File: config.mk
export PLATFORM = sky130hd
export DESIGN_NAME = namco06xx_dev_responder_flat
export DESIGN_NICKNAME = d
export VERILOG_FILES = /design/src/rtl/namco06xx_dev_responder_if.sv /design/src/rtl/namco06xx_dev_responder.sv /design/src/flat_wrapper.sv
export SDC_FILE = /design/constraint.sdc
export NUM_CORES = 1
export LEC_CHECK = 0
export BUFFER_PORTS_ARGS = -buffer_cell sky130_fd_sc_hd__buf_2
export CAP_MARGIN = 15
export CORE_ASPECT_RATIO = 1.75
export CORE_MARGIN = 2
export CORE_UTILIZATION = 52
export DETAILED_ROUTE_END_ITERATION = 12
export HOLD_SLACK_MARGIN = 0.12
export PLACE_DENSITY = 0.87
export SLEW_MARGIN = 20
export SYNTH_ARGS = -nofsm -noshare
export SYNTH_HDL_FRONTEND = slang
export SYNTH_SLANG_ARGS = --single-unit
File: constraint.sdc
create_clock -name CL -period 1.7 [get_ports CL]
set_input_delay 0.34 -clock CL [delete_from_list [all_inputs] [get_ports CL]]
set_output_delay 0.34 -clock CL [all_outputs]
set_load 0.05 [all_outputs]
File: src/rtl/namco06xx_dev_responder_if.sv
// Shared I/O device bus as seen by the 06XX responder: address, strobes,
// write data, and the registered read-data return path.
interface namco06xx_dev_responder_if;
  logic [15:0] DEV_AD;
  logic        DEV_RD;
  logic        DEV_WR;
  logic [7:0]  DEV_DI;
  logic        DEV_DV;
  logic [7:0]  DEV_DO;

  modport master (
    output DEV_AD, DEV_RD, DEV_WR, DEV_DI,
    input  DEV_DV, DEV_DO
  );

  modport slave (
    input  DEV_AD, DEV_RD, DEV_WR, DEV_DI,
    output DEV_DV, DEV_DO
  );
endinterface

File: src/rtl/namco06xx_dev_responder.sv
// Namco 06XX window responder: CTRL/DATA register decode, 51XX input
// sequence (INP0, INP1, DSW0), and the NMI timer pacing 06XX transfers.
module namco06xx_dev_responder #(
  parameter logic [15:0] BASE = 16'h7000,
  parameter int          TICK = 4800
) (
  input  logic                          CL,
  input  logic                          RESET,
  namco06xx_dev_responder_if.slave      dev,
  input  logic [7:0]                    INP0,
  input  logic [7:0]                    INP1,
  input  logic [7:0]                    DSW0,
  output logic                          NMI
);

  localparam logic [15:0] PRE_LAST = 16'(TICK - 1);

  logic [7:0]  ctrl_reg;
  logic [1:0]  idx_reg;
  logic [15:0] pre_reg;
  logic [2:0]  mul_reg;
  logic        dv_reg;
  logic [7:0]  do_reg;
  logic        nmi_reg;

  logic       data_hit, ctrl_hit;
  logic       ctrl_wr, data_wr, rd_ok;
  logic       seq_rd, seq_restart, pre_wrap;
  logic [2:0] rate;
  logic [7:0] seq_bytes [3];
  logic [7:0] seq_byte;
  logic [7:0] rd_data;

  assign data_hit = (dev.DEV_AD == BASE);
  assign ctrl_hit = (dev.DEV_AD == BASE + 16'h0100);
  assign ctrl_wr  = dev.DEV_WR && ctrl_hit;
  assign data_wr  = dev.DEV_WR && data_hit;
  // A write in the same cycle swallows the read completely.
  assign rd_ok    = dev.DEV_RD && !dev.DEV_WR && (data_hit || ctrl_hit);

  assign seq_rd      = ctrl_reg[0] && ctrl_reg[4];
  assign seq_restart = data_wr && ctrl_reg[0] && !ctrl_reg[4] && (dev.DEV_DI == 8'h01);
  assign rate        = ctrl_reg[7:5];
  assign pre_wrap    = (pre_reg == PRE_LAST);

  assign seq_bytes[0] = INP0;
  assign seq_bytes[1] = INP1;
  assign seq_bytes[2] = DSW0;

  always_comb begin
    seq_byte = seq_bytes[0];
    if (idx_reg == 2'd1) seq_byte = seq_bytes[1];
    if (idx_reg == 2'd2) seq_byte = seq_bytes[2];
  end

  always_comb begin
    rd_data = 8'hFF;
    if (ctrl_hit)    rd_data = ctrl_reg;
    else if (seq_rd) rd_data = seq_byte;
  end

  always_ff @(posedge CL or posedge RESET) begin
    if (RESET) begin
      ctrl_reg <= 8'h00;
      idx_reg  <= 2'd0;
      pre_reg  <= 16'd0;
      mul_reg  <= 3'd0;
      dv_reg   <= 1'b0;
      do_reg   <= 8'h00;
      nmi_reg  <= 1'b0;
    end else begin
      dv_reg  <= rd_ok;
      nmi_reg <= 1'b0;
      if (rd_ok)
        do_reg <= rd_data;

      if (ctrl_wr) begin
        // A CTRL write restarts the timer even on a prescaler wrap edge.
        ctrl_reg <= dev.DEV_DI;
        idx_reg  <= 2'd0;
        pre_reg  <= 16'd0;
        mul_reg  <= 3'd0;
      end else begin
        if (seq_restart)
          idx_reg <= 2'd0;
        else if (rd_ok && data_hit && seq_rd)
          idx_reg <= (idx_reg == 2'd2) ? 2'd0 : idx_reg + 2'd1;

        if (rate == 3'd0) begin
          pre_reg <= 16'd0;
          mul_reg <= 3'd0;
        end else if (pre_wrap) begin
          pre_reg <= 16'd0;
          if (mul_reg == rate - 3'd1) begin
            nmi_reg <= 1'b1;
            mul_reg <= 3'd0;
          end else begin
            mul_reg <= mul_reg + 3'd1;
          end
        end else begin
          pre_reg <= pre_reg + 16'd1;
        end
      end
    end
  end

  assign dev.DEV_DV = dv_reg;
  assign dev.DEV_DO = do_reg;
  assign NMI        = nmi_reg;

endmodule

File: src/flat_wrapper.sv
// flat-port wrapper written by rule: the top's interface ports become plain ports
module namco06xx_dev_responder_flat 
#(
  parameter logic [15:0] BASE = 16'h7000,
  parameter int          TICK = 4800
)
  (CL, RESET, INP0, INP1, DSW0, NMI, dev_DEV_AD, dev_DEV_RD, dev_DEV_WR, dev_DEV_DI, dev_DEV_DV, dev_DEV_DO);
  namco06xx_dev_responder_if dev_i ();
  input  logic CL;
  input  logic RESET;
  input  logic [7:0] INP0;
  input  logic [7:0] INP1;
  input  logic [7:0] DSW0;
  output logic NMI;
  input wire logic [$bits(dev_i.DEV_AD)-1:0] dev_DEV_AD;
  input wire logic [$bits(dev_i.DEV_RD)-1:0] dev_DEV_RD;
  input wire logic [$bits(dev_i.DEV_WR)-1:0] dev_DEV_WR;
  input wire logic [$bits(dev_i.DEV_DI)-1:0] dev_DEV_DI;
  output wire logic [$bits(dev_i.DEV_DV)-1:0] dev_DEV_DV;
  output wire logic [$bits(dev_i.DEV_DO)-1:0] dev_DEV_DO;
  assign dev_i.DEV_AD = dev_DEV_AD;
  assign dev_i.DEV_RD = dev_DEV_RD;
  assign dev_i.DEV_WR = dev_DEV_WR;
  assign dev_i.DEV_DI = dev_DEV_DI;
  assign dev_DEV_DV = dev_i.DEV_DV;
  assign dev_DEV_DO = dev_i.DEV_DO;
  namco06xx_dev_responder #(.BASE(BASE), .TICK(TICK)) u_core (.CL(CL), .RESET(RESET), .dev(dev_i), .INP0(INP0), .INP1(INP1), .DSW0(DSW0), .NMI(NMI));
endmodule
# Word level (Yosys, flattened, before mapping)
# Cells that the tools add are included.
[word_totals]
register_bits = 39
latch_bits = 0
ram_bits = 0
rom_bits = 0
input_bits = 52
output_inout_bits = 10
word_cells = 53
n_memories = 0
[op_classes]
add_sub_neg = 4
n_mul = 0
div_mod_pow = 0
order_cmp = 0
eq_ne = 7
n_shift = 0
n_mux = 19
n_bitwise = 0
n_reduce_logical = 16
[ops]
columns = ["op", "n"]
rows = [
  ["$mux 16", 3],
  ["$eq 16x15->1 const B", 2],
  ["$mux 8", 4],
  ["$add 16x1->16 const B", 1],
  ["$eq 16x13->1 const B", 1],
  ["$mux 3", 4],
  ["$logic_and 1x1->1", 10],
  ["$eq 8x1->1 const B", 1],
  ["$mux 2", 4],
  ["$reduce_bool 3->1", 2],
  ["$mux 1", 4],
  ["$add 3x1->3 const B", 1],
  ["$eq 3x3->1", 1],
  ["$logic_not 3->1", 1],
  ["$sub 3x1->3 const B", 1],
  ["$add 2x1->2 const B", 1],
  ["$eq 2x1->1 const B", 1],
  ["$eq 2x2->1 const B", 1],
  ["$logic_not 1->1", 2],
  ["$logic_or 1x1->1", 1],
]

# Longest topological paths before layout
[logic_depth]
word_depth = 8
depth_mapped = 8
ltp_nobuf = 7

# Least setup slack after synthesis
# OpenSTA, ideal clock, no wires.
[synth_timing]
path_type = "input -> register"
start = "in dev_DEV_AD[5]"
end = "reg u_core.ctrl_reg[0]"
setup_ns = 0.125
arrival_time_ns = 1.499
required_time_ns = 1.575
path_slack_ns = 0.077
cell_stages = 4
n_path_buf = 0
cell_sequence = "nor4_4 > nand4_2 > nor2_2 > mux2_2"
[synth_between]
elab_chain_len = 2
[synth_rtl]
columns = ["element", "line_no", "text"]
rows = [
  ["from (decl)", "flat_wrapper.sv:15", "input wire logic [$bits(dev_i.DEV_AD)-1:0] dev_DEV_AD;"],
  ["$eq 16x15->1", "namco06xx_dev_responder.sv:35", "assign ctrl_hit = (dev.DEV_AD == BASE + 16'h0100);"],
  ["$logic_and 1x1->1", "namco06xx_dev_responder.sv:36", "assign ctrl_wr = dev.DEV_WR && ctrl_hit;"],
  ["to (signal assigned)", "namco06xx_dev_responder.sv:79", "ctrl_reg <= dev.DEV_DI;"],
  ["to (decl)", "namco06xx_dev_responder.sv:18", "logic [7:0] ctrl_reg;"],
]
# No other way between the ends.
# A chain may end at the register's enable or synchronous reset.

# Final worst setup path
[layout_timing]
start = "reg u_core.pre_reg[0]"
end = "reg u_core.mul_reg[2]"
[layout_between]
elab_chain_len = 2
[layout_rtl]
columns = ["element", "line_no", "text"]
rows = [
  ["from (decl)", "namco06xx_dev_responder.sv:20", "logic [15:0] pre_reg;"],
  ["from (signal assigned)", "namco06xx_dev_responder.sv:101", "pre_reg <= pre_reg + 16'd1;"],
  ["$eq 16x13->1", "namco06xx_dev_responder.sv:44", "assign pre_wrap = (pre_reg == PRE_LAST);"],
  ["$reduce_bool 3->1 (no line)", "n/a", ""],
  ["to (signal assigned)", "namco06xx_dev_responder.sv:98", "mul_reg <= mul_reg + 3'd1;"],
  ["to (decl)", "namco06xx_dev_responder.sv:21", "logic [2:0] mul_reg;"],
]
# No other way between the ends.

==> metrics <==
total negative setup slack=0 ns; RSZ-0062 raised after global routing=true; Min-Delay Path Class=in2async; area grow syn2layout=25.0%; Post-DRT Antenna Nets=0; sw frac=24.4%; DRT iter0 DRCs=37; Layout Nets=370; clock latency on the worst-skew pair=0.30 ns; Peak VDD IR=679 uV; htree depth=2; fraction of registers with async set/reset=100%; status=complete, no violations; fin util=68.3%; pre-CTS WS=-0.0414 ns; Initial Util=54.6%; syn nets=295; via/cell ratio=5.68; final worst setup slack=0.0414 ns; post-synthesis cell type count=42; Clock transition at path regs=0.09 ns; Core ar.=4150 um^2; die width=53.9 um; setup violators final=0; Layout Cells excl Fill=364; slowest CP cell=or3_1; row count=31; clk root buf=clkbuf_8; Top FF cell, synth=dfrtp_1; Max-Cap Viols=0; Leakage=1.35 nW; f_max=603 MHz; Post-Route WL=5340 um; Final period util=97.6%; post-synthesis sequential area ratio=43.0%; CTS Buf Count=5; CTS tree=built; Buf/Inv on CP=0; internal power=1.49 mW; Critical Path End Type=register; input/output buffers=61; # IOs=62; critical path class=reg2reg; fin crit period=1.66 ns; Worst path max stage delay=0.40 ns; top cell type's share of synthesized area=43.0%; ANT cells=0; clock sinks=39; net switching power=0.483 mW; drt pass-1 iters=4; Vias=2,069; placed cell count=354; Arrival @ worst endpoint=1.89 ns; drt wl/cell=14.7 um; Largest register FFs=16; synthesized flop and latch total=39; largest net degree at the start of global routing=40; DRC viols=0; Post-synth EDFFs=0; fraction of layout cells with a size suffix above 1=32.1%; required time of the critical path=1.93 ns; slew margin rel.=62.1%; Flop pwr share=50.5%; Combinational Power Share=10.0%; DP Wirelength=4050 um; initial antenna violation count=0; GRT overflow=0; average size of a mapped cell=9.49 um^2; clock power share=39.4%; Hold Violations, Final=0; Area contributors post-synth=dfrtp_1, xor2_1, o21ai_0, nand2_1, mux2i_1; Setup Skew=0.0102 ns; mapped cell area=2270 um^2; CTS Buffer Depth=2; GRT Total Usage=23.5%; cell count after synthesis=239; Slew @ Worst Pin=0.569 ns; pwr/cell area=697 nW/um^2; Critical Path Source Type=register; first-pass GRT wire length=8650 um; Slew Viols, Final=0; crit-path max FO=4; number of global-route vias before repair=2,097; area leader, netlist=dfrtp_1; Die Ht=91.4 um; # hold bufs at CTS=0; Design Power=1.98 mW; die area=4930 um^2; Synth Warn #=0; CP Cell Sequence=ha_1 > nand3_1 > nor2_2 > nand4_1 > or3_1 > a21oi_1; Routability Congestion=0.796; largest delay contributor family on the critical path=simple AND/OR/NAND/NOR gates
==> timing repair <==
item                       CTS  global route
buffers inserted             1             1
pin swaps                    2             1
resized for setup            1             2
setup endpoints to repair    1            15
==> power by group through the flow <==
stage / combinational (mW) / sequential (mW) / clock (mW)
detailed placement: 0.195 / 1.01 / 0
CTS: 0.200 / 0.997 / 0.794
finish: 0.199 / 0.998 / 0.780
global route: 0.222 / 1.00 / 0.831
floorplan: 0.0980 / 1.01 / 0
global placement: 0.184 / 1.01 / 0
==> layout by cell type, fill, tap and decap left out, types with 2 or more instances in the layout <==
| cell | instances |
|---|---|
| nor3_1 | 13 |
| xnor2_1 | 7 |
| or3_1 | 2 |
| nand3_1 | 9 |
| clkbuf_8 | 5 |
| inv_1 | 7 |
| nand2_1 | 23 |
| o31ai_1 | 2 |
| mux2_2 | 6 |
| a21oi_1 | 12 |
| nand4_1 | 4 |
| nand2b_1 | 2 |
| a211oi_1 | 8 |
| o21ai_1 | 2 |
| nor2b_1 | 9 |
| and3_1 | 2 |
| nor4_4 | 3 |
| mux2i_1 | 8 |
| nand4b_1 | 2 |
| nor2_1 | 19 |
| buf_4 | 15 |
| buf_2 | 61 |
| o21ai_0 | 18 |
| ha_1 | 4 |
| xor2_1 | 11 |
| nor2_2 | 2 |
| and4_1 | 2 |
| dfrtp_1 | 39 |
| nand3b_1 | 2 |
==> tightest hold or removal path: stages <==
cell	delay (ns)
buf_2	0.09
inv_1	0.04
buf_4	0.41
==> kinds of logic after synthesis <==
kind of cell,after synthesis,synth area share [%]
fa+ha+maj,4,2.21
flops,39,43.0
simple gates,103,25.8
compound gates,45,11.6
buf+inv,16,3.86
mux,14,6.51
xor+xnor,18,6.95
==> cell usage after synthesis, types with 6 or more instances <==
library cell / instances
nand2_1: 23
xor2_1: 11
xnor2_1: 7
o21ai_0: 18
dfrtp_1: 39
a211oi_1: 8
nor3_1: 13
mux2i_1: 8
mux2_2: 6
nand3_1: 9
inv_1: 7
a21oi_1: 12
nor2b_1: 9
nor2_1: 20
==> path summary, 6_finish.rpt <==
check | startpoint | to | slack, ns | cells past startpoint
max in group asynchronous | RESET | u_core.ctrl_reg[3]$_DFFE_PP0N_ | 1.21 | 3
min in group CL | dev_DEV_DI[6] | u_core.ctrl_reg[6]$_DFFE_PP0N_ | 0.27 | 3
hold reg to reg | u_core.pre_reg[0]$_DFF_PP0_ | u_core.pre_reg[0]$_DFF_PP0_ | 0.47 | 1
setup / recovery | u_core.pre_reg[0]$_DFF_PP0_ | u_core.mul_reg[2]$_DFFE_PP0P_ | 0.04 | 6
setup reg to reg | u_core.pre_reg[0]$_DFF_PP0_ | u_core.mul_reg[2]$_DFFE_PP0P_ | 0.04 | 6
hold / removal | RESET | u_core.dev.DEV_DO[5]$_DFFE_PP0P_ | 0.15 | 3
==> per-stage QoR <==
step                      hold slack, ns  area [um^2]
after floorplan                    0.430         2270
after global placement             0.441         2690
after detailed placement           0.463         2690
after CTS                          0.161         2810
after global routing               0.202         2830
final                              0.147         2830
==> layout make-up <==
| cell class | instances | area, um^2 |
|---|---|---|
| Multi-Input combinational cell | 184 | 1220 |
| Tap cell | 49 | 61.3 |
| Timing Repair Buffer | 77 | 438 |
| Sequential cell | 39 | 976 |
| Clock inverter | 3 | 43.8 |
| Clock buffer | 5 | 68.8 |
| Fill cell | 330 | 1320 |
| Inverter | 7 | 26.3 |
==> metal layers <==
layer / vias to the layer above / part of all wire, % / GRT usage, %
met5: - / 0 / 0
met4: 0 / 2.3 / 10.9
met3: 15 / 5.8 / 4.11
met2: 64 / 56 / 44.5
met1: 989 / 36 / 22.2
li1: 1001 / - / -
No activity file was read; power rests on OpenSTA's default activity.
